File: config.mk
export PLATFORM = sky130hd
export DESIGN_NAME = signal_lamp_driver
export DESIGN_NICKNAME = d
export VERILOG_FILES = /design/src/rtl/traffic_pkg.sv /design/src/rtl/blink_phase.sv /design/src/rtl/signal_lamp_driver.sv
export SDC_FILE = /design/constraint.sdc
export NUM_CORES = 1
export LEC_CHECK = 0
export BUFFER_PORTS_ARGS = -buffer_cell sky130_fd_sc_hd__buf_2
export CORE_MARGIN = 1
export CORE_UTILIZATION = 35
export CTS_CLUSTER_DIAMETER = 200
export DETAILED_ROUTE_END_ITERATION = 10
export GPL_ROUTABILITY_DRIVEN = 0
export SETUP_SLACK_MARGIN = 0.1
export SLEW_MARGIN = 30
export SYNTH_ARGS = -nofsm -noshare
export SYNTH_HDL_FRONTEND = slang
export SYNTH_SLANG_ARGS = --single-unit
File: constraint.sdc
create_clock -name clk -period 1.57 [get_ports clk]
set_input_delay 0.2355 -clock clk [delete_from_list [all_inputs] [get_ports clk]]
set_output_delay 0.2355 -clock clk [all_outputs]
set_load 0.03 [all_outputs]
File: src/rtl/traffic_pkg.sv
// Light codes, lamp bit positions and driver state encoding shared by the
// phase controller and the lamp driver.
package traffic_pkg;

  typedef logic [2:0] code_t;

  localparam code_t RED           = 3'd0;
  localparam code_t GREEN         = 3'd1;
  localparam code_t YELLOW        = 3'd2;
  localparam code_t LEFT          = 3'd3;
  localparam code_t GREEN_TWINKLE = 3'd4;

  localparam int CAR_RED    = 0;
  localparam int CAR_YELLOW = 1;
  localparam int CAR_GREEN  = 2;
  localparam int CAR_LEFT   = 3;

  localparam int WLK_RED   = 0;
  localparam int WLK_GREEN = 1;

  typedef enum logic [1:0] {
    ST_ARM   = 2'd0,
    ST_RUN   = 2'd1,
    ST_FAULT = 2'd2
  } state_t;

endpackage

File: src/rtl/blink_phase.sv
// Blink phase generator: o_lit is the value to register on this edge; restart
// forces phase 0 (lit), enable advances a 2*BLINK_HALF wrap, otherwise cleared.
module blink_phase #(
  parameter int BLINK_HALF = 1
) (
  input  logic clk,
  input  logic rst,
  input  logic i_enable,
  input  logic i_restart,
  output logic o_lit
);

  localparam int CW = $clog2(2 * BLINK_HALF);
  localparam logic [CW-1:0] LAST = CW'(2 * BLINK_HALF - 1);
  localparam logic [CW-1:0] HALF = CW'(BLINK_HALF);

  // Holds the phase index that the next edge will display.
  logic [CW-1:0] r_cnt;

  always_ff @(posedge clk) begin
    if (rst) begin
      r_cnt <= '0;
    end else if (i_restart) begin
      r_cnt <= CW'(1);
    end else if (i_enable) begin
      r_cnt <= (r_cnt == LAST) ? '0 : r_cnt + CW'(1);
    end else begin
      r_cnt <= '0;
    end
  end

  assign o_lit = i_restart | (i_enable & (r_cnt < HALF));

endmodule

File: src/rtl/signal_lamp_driver.sv
// Registered one-hot lamp driver with walker twinkle and a latching safety
// monitor; 1-cycle decode latency, no flow control (inputs sampled every cycle).
module signal_lamp_driver
  import traffic_pkg::*;
#(
  parameter int STARTUP_CYCLES = 2,
  parameter int BLINK_HALF     = 1
) (
  input  logic       clk,
  input  logic       rst,
  input  logic [2:0] h_car_code,
  input  logic [2:0] v_car_code,
  input  logic [2:0] h_walker_code,
  input  logic [2:0] v_walker_code,
  output logic [3:0] h_car_lamp,
  output logic [3:0] v_car_lamp,
  output logic [1:0] h_walker_lamp,
  output logic [1:0] v_walker_lamp,
  output logic       fault,
  output logic [1:0] fault_cause
);

  localparam int AW = $clog2(STARTUP_CYCLES + 2);

  function automatic logic [3:0] car_decode(input code_t c);
    logic [3:0] l;
    l = '0;
    case (c)
      GREEN:   l[CAR_GREEN]  = 1'b1;
      YELLOW:  l[CAR_YELLOW] = 1'b1;
      LEFT:    l[CAR_LEFT]   = 1'b1;
      default: l[CAR_RED]    = 1'b1;
    endcase
    return l;
  endfunction

  function automatic logic [1:0] walker_decode(input code_t c, input logic lit);
    logic [1:0] l;
    l = '0;
    case (c)
      GREEN:         l[WLK_GREEN] = 1'b1;
      GREEN_TWINKLE: l[WLK_GREEN] = lit;
      default:       l[WLK_RED]   = 1'b1;
    endcase
    return l;
  endfunction

  function automatic logic car_illegal(input code_t c);
    return c > LEFT;
  endfunction

  function automatic logic walker_illegal(input code_t c);
    return !((c == RED) || (c == GREEN) || (c == GREEN_TWINKLE));
  endfunction

  function automatic logic conflict(input code_t hc, input code_t vc,
                                    input code_t hw, input code_t vw);
    return ((hc != RED) && (vc != RED)) ||
           ((hw != RED) && (hc != RED)) ||
           ((vw != RED) && (vc != RED));
  endfunction

  state_t        r_state;
  state_t        w_next_state;
  logic [AW-1:0] r_arm_cnt;
  code_t         r_hw_prev;
  code_t         r_vw_prev;
  logic [3:0]    r_h_car;
  logic [3:0]    r_v_car;
  logic [1:0]    r_h_wlk;
  logic [1:0]    r_v_wlk;
  logic          r_fault;
  logic [1:0]    r_cause;

  logic [3:0] w_h_car_nxt;
  logic [3:0] w_v_car_nxt;
  logic [1:0] w_h_wlk_nxt;
  logic [1:0] w_v_wlk_nxt;
  logic       w_fault_nxt;
  logic [1:0] w_cause_nxt;
  logic       w_flash_restart;
  logic       w_arm_done;
  logic       w_conf;
  logic       w_ill;
  logic       w_run;
  logic       w_h_en;
  logic       w_v_en;
  logic       w_h_restart;
  logic       w_v_restart;
  logic       w_h_lit;
  logic       w_v_lit;
  logic       w_flash_lit;

  assign w_run       = (r_state == ST_RUN);
  assign w_arm_done  = (int'(r_arm_cnt) >= STARTUP_CYCLES - 1);
  assign w_conf      = conflict(h_car_code, v_car_code, h_walker_code, v_walker_code);
  assign w_ill       = car_illegal(h_car_code) | car_illegal(v_car_code) |
                       walker_illegal(h_walker_code) | walker_illegal(v_walker_code);
  assign w_h_en      = w_run && (h_walker_code == GREEN_TWINKLE);
  assign w_v_en      = w_run && (v_walker_code == GREEN_TWINKLE);
  assign w_h_restart = w_h_en && (r_hw_prev != GREEN_TWINKLE);
  assign w_v_restart = w_v_en && (r_vw_prev != GREEN_TWINKLE);

  blink_phase #(.BLINK_HALF(BLINK_HALF)) u_h_blink (
    .clk(clk), .rst(rst), .i_enable(w_h_en), .i_restart(w_h_restart), .o_lit(w_h_lit)
  );

  blink_phase #(.BLINK_HALF(BLINK_HALF)) u_v_blink (
    .clk(clk), .rst(rst), .i_enable(w_v_en), .i_restart(w_v_restart), .o_lit(w_v_lit)
  );

  blink_phase #(.BLINK_HALF(BLINK_HALF)) u_flash (
    .clk(clk), .rst(rst), .i_enable(r_state == ST_FAULT), .i_restart(w_flash_restart),
    .o_lit(w_flash_lit)
  );

  always_comb begin
    w_next_state    = r_state;
    w_h_car_nxt     = 4'b0001;
    w_v_car_nxt     = 4'b0001;
    w_h_wlk_nxt     = 2'b01;
    w_v_wlk_nxt     = 2'b01;
    w_fault_nxt     = r_fault;
    w_cause_nxt     = r_cause;
    w_flash_restart = 1'b0;
    case (r_state)
      ST_ARM: begin
        if (w_arm_done) w_next_state = ST_RUN;
      end
      ST_RUN: begin
        if (w_conf || w_ill) begin
          // The violating combination is never shown: switch straight to flash.
          w_next_state    = ST_FAULT;
          w_fault_nxt     = 1'b1;
          w_cause_nxt     = {w_ill, w_conf};
          w_flash_restart = 1'b1;
          w_h_car_nxt     = {3'b000, w_flash_lit};
          w_v_car_nxt     = {3'b000, w_flash_lit};
          w_h_wlk_nxt     = 2'b00;
          w_v_wlk_nxt     = 2'b00;
        end else begin
          w_h_car_nxt = car_decode(h_car_code);
          w_v_car_nxt = car_decode(v_car_code);
          w_h_wlk_nxt = walker_decode(h_walker_code, w_h_lit);
          w_v_wlk_nxt = walker_decode(v_walker_code, w_v_lit);
        end
      end
      ST_FAULT: begin
        w_h_car_nxt = {3'b000, w_flash_lit};
        w_v_car_nxt = {3'b000, w_flash_lit};
        w_h_wlk_nxt = 2'b00;
        w_v_wlk_nxt = 2'b00;
      end
      default: w_next_state = ST_ARM;
    endcase
  end

  always_ff @(posedge clk) begin
    if (rst) begin
      r_state   <= ST_ARM;
      r_arm_cnt <= '0;
      r_hw_prev <= RED;
      r_vw_prev <= RED;
      r_h_car   <= 4'b0001;
      r_v_car   <= 4'b0001;
      r_h_wlk   <= 2'b01;
      r_v_wlk   <= 2'b01;
      r_fault   <= 1'b0;
      r_cause   <= 2'b00;
    end else begin
      r_state   <= w_next_state;
      r_arm_cnt <= (r_state == ST_ARM) ? r_arm_cnt + AW'(1) : '0;
      r_hw_prev <= w_run ? h_walker_code : RED;
      r_vw_prev <= w_run ? v_walker_code : RED;
      r_h_car   <= w_h_car_nxt;
      r_v_car   <= w_v_car_nxt;
      r_h_wlk   <= w_h_wlk_nxt;
      r_v_wlk   <= w_v_wlk_nxt;
      r_fault   <= w_fault_nxt;
      r_cause   <= w_cause_nxt;
    end
  end

  assign h_car_lamp    = r_h_car;
  assign v_car_lamp    = r_v_car;
  assign h_walker_lamp = r_h_wlk;
  assign v_walker_lamp = r_v_wlk;
  assign fault         = r_fault;
  assign fault_cause   = r_cause;

endmodule

==> results of run 1 <==
-- timing repair --
item                                    4_1_cts  5_1_grt
endpoints found under the setup margin        3        3
pin swaps                                     0        1
resized for setup                             3        7
-- registers in the layout (all words and copies together), names as in the netlist --
signal           count
fault                1
fault_cause          2
h_car_lamp           4
h_walker_lamp        2
r_arm_cnt            2
r_hw_prev            3
r_state              2
r_vw_prev            3
u_flash.r_cnt        1
u_h_blink.r_cnt      1
u_v_blink.r_cnt      1
v_car_lamp           4
v_walker_lamp        2
-- worst min-delay path by stage --
stage                         end  slack, ns
detailed placement   r_arm_cnt[0]       0.41
global placement     r_arm_cnt[0]       0.40
finish              v_car_lamp[2]       0.11
floorplan           h_car_lamp[1]       0.31
CTS                 v_car_lamp[2]       0.10
global route        h_car_lamp[1]       0.08
-- logic make-up after synthesis --
family,count (synthesis)
multiplexers,2
adder cells (fa/ha/maj),5
XOR/XNOR,2
AND/OR/NAND/NOR,55
buffers and inverters,12
flip-flops,28
AO/OA/AOI/OAI,22
-- area by class of cell --
class | count | area (µm²)
multi-input combinational | 86 | 631
inverter | 10 | 37.5
sequential | 28 | 566
fill | 321 | 1670
tap | 44 | 55.1
clock buffer | 4 | 36.3
timing repair buffer | 30 | 155
-- layer usage --
layer	vias to the layer above	track usage	routed length [µm]
met4	0	0.0779	61
li1	501	-	-
met2	29	0.276	1210
met5	-	0	0
met3	7	0.0277	103
met1	478	0.181	1130
-- placed cells by master, fill, tap and decap left out, types with 2 or more instances in the layout --
cell / n
nand3_1: 4
a21oi_1: 2
nand2b_1: 5
nor4_1: 2
inv_1: 9
and2_1: 4
ha_1: 2
clkbuf_4: 3
ha_2: 2
mux2i_1: 2
nor2_1: 19
buf_2: 28
buf_4: 2
nor4_2: 2
nor3_1: 9
o21ai_0: 4
a22oi_1: 3
xnor2_1: 2
dfxtp_1: 26
a211oi_1: 2
a311oi_1: 3
nor2b_1: 2
nor3b_1: 2
nor3b_2: 2
-- power groups by stage --
stage | combinational, mW | sequential [mW] | clock (mW)
after floorplan | 0.482 | 1.05 | 0
after global placement | 0.828 | 0.915 | 0
after detailed placement | 0.840 | 0.924 | 0
after CTS | 0.866 | 0.911 | 0.357
after global routing | 1.00 | 0.940 | 0.394
final | 0.908 | 0.922 | 0.347
==> metrics.cfg, run 1 <==
[status]
status = finished clean

[power]
p_int_mw = 1.38
power_frac_comb = 0.417
leakage_nw = 0.595
p_switching_uw = 799
p_sw_frac = 0.367
power_density_nw_per_um2 = 1470
finalPower_mw = 2.18
clkPwrFrac = 0.159
max-vdd-ir-drop_mv = 0.812
seq_power_share = 0.424

[floorplanning]
rows = 20
die_h_um = 60.6
die_w_um = 60.6
die_area_um2 = 3680
initial_core_util = 0.382
ios = 29
fp.coreArea_um2 = 3150

[synth]
synth_fp_nets = 145
synth_cell_types = 33
synth_most_common_cell = dfxtp_1
ys_warn_count = 0
synth_xor_area_frac = 0.0146
synthAdderAreaFrac = 0.0520
synth_top_family_by_area = simple AND/OR/NAND/NOR gates
ys_ff_latch = 28
synth-simple-area-share = 0.259
ys_seq_area_frac = 0.466
synth_top_cell_by_area = dfxtp_1
synth_mux_area_frac = 0.0166
synth-compound-area-share = 0.155
syn_area_um2 = 1200
synth_area_leaders = dfxtp_1 47%, nor2_1 5.9%, ha_1 5.2%
netlist.area_leader.share = 0.466
synth-edff-count = 0
avgSynthCellArea_um2 = 9.55
synth_cells = 126
async_reset_ff_frac = 0
synth_ff_type = dfxtp_1
synth_commonest_cells = 28 x dfxtp_1, 19 x nor2_1, 10 x inv_1

[critical_path]
ff2ff_setup_slack_ns = 0.17
worst_path_largest_cell_delay_ns = 0.40
path_class = flip-flop to flip-flop
regToRegStartpoint = r_state[0]
crit_end = r_state[1]
r2r_cells = 6
path_cells = inv_1 -> ha_2 -> a21o_1 -> a31oi_4 -> a2bb2oi_4 -> mux2i_1
r2r-end = r_state[1]
cp-start-kind = flip-flop
crit_start = r_state[0]
cp_max_fo = 4
crit_buf_inv = 1
critPathRequiredTime_ns = 1.80
arrival_ns = 1.63
critPathTopFamily = compound AO/OA/AOI/OAI gates
cp.depth = 6
end_kind = flip-flop
cpMaxStageDelayCell = dfxtp_4

[detailed_routing]
drcViolationCount = 0
first_pass_iters = 4
num_vias = 1015
avgViaCountPerCell = 5.02
routed_wl_mm = 2.51
wl_per_cell_um = 12.4
drt_iter0_drc = 41
antenna_left = 0

[worst_hold_path]
whs_path_depth = 2
hp-start = v_car_code[1]
hold_path.class = primary input to flip-flop

[clock_network]
tritoncts = built
numCtsBuffers = 3
cts-root-buf = clkbuf_4
h-tree-depth = 1
clkTransAtPathRegs_ns = 0.14
clockBufferDepth = 2
post_cts.repair.setup_buffers = 0
clkLatencyLatePin_ns = 0.33
postCtsHoldBufs = 0
cts.sinks = 28

[global_routing]
grt_start_max_net_pins = 16
antenna_found_initial = 0
grt_pass1_vias = 972
grt_first_pass_wirelength_mm = 4.26
track_usage = 0.156
overflow = 0

[placement]
dp.cells = 198
io_buffers = 28
place_area_um2 = 1410
place_hpwl_mm = 1.95
pre_cts_slack_ns = 0.0767

[layout]
final_area_um2 = 1480
final_cells = 202
drive_gt1_frac = 0.316
antenna_cells = 0
nets = 178
syn_to_final_growth_pct = 23.0
fin_util = 0.469

[timing]
setup_tns_ns = 0
maxSlewHeadroom = 0.753
slew_viol_final = 0
skew_ns = 0.00374
setup_viol = 0
max_slew.worst_pin.slew_ns = 0.367
finalCriticalPeriod_ns = 1.40
hold_viol_final = 0
fmax_mhz = 713
finalCritPeriodShare = 0.893
timing.hold.ws_ns = 0.108
fin_ws_ns = 0.168
rsz0062_at_grt = false

[flow_run]
drv_cap = 0

Power figures use the tool's default switching activity.
==> run 2, diff against run 1 <==
Settings changed: CORE_ASPECT_RATIO from default to 0.7, GPL_ROUTABILITY_DRIVEN 0 to default.
==> run 2 against run 1 <==
  * Clock-buffer cell count shrank 1
  * Clock skew barely moved
  * Design area increased by 0.25%
  * Critical path type unchanged
  * Total power is 6.9% higher
  * Maximum frequency fell by 0.64%
  * Critical endpoint unchanged
  * Clock power grew 61%
  * First-iteration DRC count stayed put
  * Combinational power down 5.6%
  * Non-clock buffer count is 1 lower
  * Largest power group unchanged
  * Die area is essentially flat
==> metrics.cfg, run 2 (synthesis gave the netlist of run 1 again) <==
[floorplanning]
ios = 29
initial_core_util = 0.375
die_h_um = 51.1
rows = 17
fp.coreArea_um2 = 3210
die_w_um = 72.1
die_area_um2 = 3680

[detailed_routing]
first_pass_iters = 4
avgViaCountPerCell = 4.89
wl_per_cell_um = 12.7
antenna_left = 0
drt_iter0_drc = 41
drcViolationCount = 0
routed_wl_mm = 2.60
num_vias = 997

[status]
status = finished clean

[placement]
gp_congestion = 0.830
pre_cts_slack_ns = 0.0823
place_hpwl_mm = 2.07
io_buffers = 28

[critical_path]
crit_start = r_state[1]
end_kind = flip-flop
cp_max_fo = 3
arrival_ns = 1.58
path_class = flip-flop to flip-flop
critPathRequiredTime_ns = 1.73
ff2ff_setup_slack_ns = 0.16
regToRegStartpoint = r_state[1]
cp-start-kind = flip-flop

[clock_network]
numCtsBuffers = 3
tritoncts = built
cts.sinks = 28
postCtsHoldBufs = 0
h-tree-depth = 1
cts-root-buf = clkbuf_8
clockBufferDepth = 2
clkTransAtPathRegs_ns = 0.09
clkLatencyLatePin_ns = 0.27

[worst_hold_path]
hp-start = v_car_code[1]
hold_path.class = primary input to flip-flop

[global_routing]
grt_first_pass_wirelength_mm = 4.35
grt_pass1_vias = 944
antenna_found_initial = 0
overflow = 0
grt-busiest-layer = met2
track_usage = 0.157
gr-usage-met3 = 0.0552
grt_start_max_net_pins = 17
grtUsageMet2 = 0.252
use_met1 = 0.199

[power]
power_frac_comb = 0.368
p_sw_frac = 0.341
p_int_mw = 1.53
clkPwrFrac = 0.240
max-vdd-ir-drop_mv = 1.04
p_switching_uw = 794
seq_power_share = 0.392
leakage_nw = 0.605
power_density_nw_per_um2 = 1570

[flow_run]
drv_cap = 0

[timing]
finalCritPeriodShare = 0.899
finalCriticalPeriod_ns = 1.41
hold_viol_final = 0
rsz0062_at_grt = false
setup_tns_ns = 0
fmax_mhz = 709
skew_ns = 0.00330
maxSlewHeadroom = 0.742
max_slew.worst_pin.slew_ns = 0.384
setup_viol = 0
fin_ws_ns = 0.159
slew_viol_final = 0

[layout]
drive_gt1_frac = 0.287
antenna_cells = 0
final_cell_mix = 28 x buf_2, 27 x dfxtp_1, 18 x nor2_1, 10 x inv_1, 9 x nor3_1
layout_commonest_cell = buf_2
nets = 177
syn_to_final_growth_pct = 23.3

==> run 2: cell count changes in the layout (fill, tap and decap cells not counted), sizes merged <==
cell    before  now
bufinv       0    1
buf         30   29
clkbuf       4    3
==> run 2: area by class of cell <==
cell class,count,area [µm²]
fillers,306,1730
multi-input cells,86,607
flip-flops and latches,28,562
repair buffers,29,148
well taps,47,58.8
clock buffers,3,41.3
inverters,10,37.5
clock inverters,1,30.0
==> run 2: per-stage QoR <==
step	area, µm²	hold WS [ns]	total power [mW]	cells	utilization
finish	1480	0.170	2.33	204	0.462
global route	1480	0.157	2.48	204	0.462
CTS	1480	0.162	2.34	204	0.461
detailed placement	1400	0.410	1.77	200	0.437
global placement	1400	0.401	1.74	200	0.437
floorplan	1200	0.305	1.53	126	-
==> run 2: timing repair <==
item / CTS / global route
cloned: 0 / 0
resized for setup: 1 / 2
endpoints found under the setup margin: 2 / 3
setup buffers: 0 / 0
==> run 2: critical path, stage by stage (launching register included) <==
cell,delay [ns]
dfxtp_1,0.37
inv_1,0.09
ha_1,0.21
a21o_1,0.20
a31oi_2,0.21
a2bb2oi_4,0.10
mux2i_1,0.14
==> run 2: worst paths after layout <==
kind / to / depth (start not counted)
worst max-delay path: r_state[1] / 6
worst min register to register: r_arm_cnt[0] / 1
worst max register to register: r_state[1] / 6
worst min-delay path: v_car_lamp[2] / 2
==> run 2: power groups by stage <==
stage | Clock, mW | Combinational [mW] | Sequential, mW
2_1_floorplan | 0 | 0.482 | 1.05
3_3_place_gp | 0 | 0.820 | 0.916
3_5_place_dp | 0 | 0.838 | 0.929
4_1_cts | 0.571 | 0.855 | 0.912
5_1_grt | 0.603 | 0.951 | 0.928
6_report | 0.558 | 0.857 | 0.913
==> run 2: per-layer routing <==
| metal | vias up | share of wire |
|---|---|---|
| li1 | 498 | - |
| met1 | 455 | 0.49 |
| met2 | 40 | 0.43 |
| met3 | 4 | 0.063 |
| met4 | 0 | 0.012 |
| met5 | - | 0 |
==> run 3, diff against run 2 <==
Settings changed: CORE_UTILIZATION 35 to 40.
==> run 3 against run 2 <==
  * First-iteration DRC count fell by 7.3%
  * Total power down 3.7%
  * Global-route usage is 1.4 points higher
  * Flip-flop and latch count stayed put
  * Routed wire length down 2.0%
  * Clock skew is essentially flat
  * Sequential share of layout area is 0.54 points higher
  * Combinational power is 3.0% higher
  * Critical endpoint unchanged
==> metrics.cfg, run 3 (synthesis gave the netlist of run 1 again) <==
[status]
status = finished clean

[power]
power_density_nw_per_um2 = 1530
power_frac_comb = 0.394
clkPwrFrac = 0.198
p_switching_uw = 805
leakage_nw = 0.596
seq_power_share = 0.408
max-vdd-ir-drop_mv = 0.818
p_sw_frac = 0.359
p_int_mw = 1.44

[global_routing]
grt_first_pass_wirelength_mm = 4.01
track_usage = 0.172
grt_pass1_vias = 829
overflow = 0
grt_start_max_net_pins = 16
antenna_found_initial = 0

[critical_path]
crit_start = r_state[0]
cpMaxStageDelayCell = dfxtp_2
end_kind = flip-flop
cp_max_fo = 4
path_cells = inv_1 -> ha_1 -> a21o_1 -> a31oi_4 -> a2bb2oi_4 -> mux2i_1
cp-start-kind = flip-flop
critPathRequiredTime_ns = 1.74
path_class = flip-flop to flip-flop
regToRegStartpoint = r_state[0]
arrival_ns = 1.56
worst_path_largest_cell_delay_ns = 0.37

[timing]
slew_viol_final = 0
timing.hold.ws_ns = 0.166
hold_viol_final = 0
rsz0062_at_grt = false
fin_ws_ns = 0.179
setup_tns_ns = 0
max_slew.worst_pin.slew_ns = 0.404
fmax_mhz = 719
skew_ns = 0.00352
finalCritPeriodShare = 0.886
setup_viol = 0
finalCriticalPeriod_ns = 1.39
maxSlewHeadroom = 0.730

[detailed_routing]
wl_per_cell_um = 13.2
avgViaCountPerCell = 5.12
wl_met3_um = 236
first_pass_iters = 4
met1_length_mm = 1.28
antenna_left = 0
routed_wl_mm = 2.55
dr_wl_met2_mm = 1.03
maxUsedRoutingLayer = met3
num_vias = 988
drcViolationCount = 0
drt_iter0_drc = 38

[placement]
pre_cts_slack_ns = 0.0598
gp_congestion = 0.771
io_buffers = 28
dp.cells = 189
place_hpwl_mm = 1.94

[clock_network]
clockBufferDepth = 2
cts-root-buf = clkbuf_8
numCtsBuffers = 3
post_cts.repair.setup_buffers = 0
clkTransAtPathRegs_ns = 0.09
postCtsHoldBufs = 0
cts.sinks = 28
h-tree-depth = 1
clkLatencyLatePin_ns = 0.27
tritoncts = built

[floorplanning]
die_h_um = 47.9
rows = 16
ios = 29
die_area_um2 = 3240
die_w_um = 67.6
fp.coreArea_um2 = 2820
initial_core_util = 0.426

[worst_hold_path]
hp-start = v_car_code[0]
hold_path.class = primary input to flip-flop

[layout]
layout_commonest_cell = buf_2
final_cells = 193
syn_to_final_growth_pct = 21.8
nets = 177
drive_gt1_frac = 0.299
final_cell_mix = 28 x buf_2, 26 x dfxtp_1, 19 x nor2_1, 10 x inv_1, 9 x nor3_1
antenna_cells = 0

[flow_run]
drv_cap = 0

[run 3: cell types whose count changed in the layout (fill, tap and decap cells not counted), sizes merged]
cell and change:
bufinv -1, clkbuf +1
[run 3: area by class of cell]
type | count | area, µm²
clock buffers | 4 | 55.1
fillers | 272 | 1360
inverters | 10 | 37.5
multi-input cells | 86 | 618
flip-flops and latches | 28 | 563
well taps | 36 | 45.0
repair buffers | 29 | 148
[run 3: through the flow]
stage / area, µm² / power, mW / utilization
2_1_floorplan: 1200 / 1.53 / -
3_3_place_gp: 1390 / 1.74 / 0.492
3_5_place_dp: 1390 / 1.76 / 0.492
4_1_cts: 1460 / 2.24 / 0.517
5_1_grt: 1470 / 2.39 / 0.520
6_report: 1470 / 2.24 / 0.520
[run 3: routing by layer]
metal  vias up  global-route usage
met3         0              0.0524
met5         -                   0
met4         0              0.0383
met1       447               0.244
met2        39               0.253
li1        502                   -
[run 3: worst paths after layout]
check	cells past startpoint	end	slack [ns]
worst min-delay path	2	v_car_lamp[1]	0.17
worst max register to register	6	r_state[1]	0.18
worst min register to register	1	r_arm_cnt[0]	0.42
worst max-delay path	6	r_state[1]	0.18
[run 3: power groups by stage]
stage / Clock, mW / Combinational (mW) / Sequential, mW
floorplan: 0 / 0.482 / 1.05
global placement: 0 / 0.821 / 0.918
detailed placement: 0 / 0.837 / 0.924
CTS: 0.453 / 0.882 / 0.907
global route: 0.486 / 0.973 / 0.933
finish: 0.444 / 0.883 / 0.914
[run 3: critical path: cells and delay by family (launching register included)]
| family | cells | cell delay, ns |
|---|---|---|
| AO/OA/AOI/OAI | 3 | 0.51 |
| adder cells (fa/ha/maj) | 1 | 0.21 |
| buffers and inverters | 1 | 0.07 |
| flip-flops | 1 | 0.37 |
| multiplexers | 1 | 0.13 |
[run 3: timing repair]
action	in CTS	in global routing
resized for setup	2	4
pin swaps	0	0
setup endpoints to repair	2	8
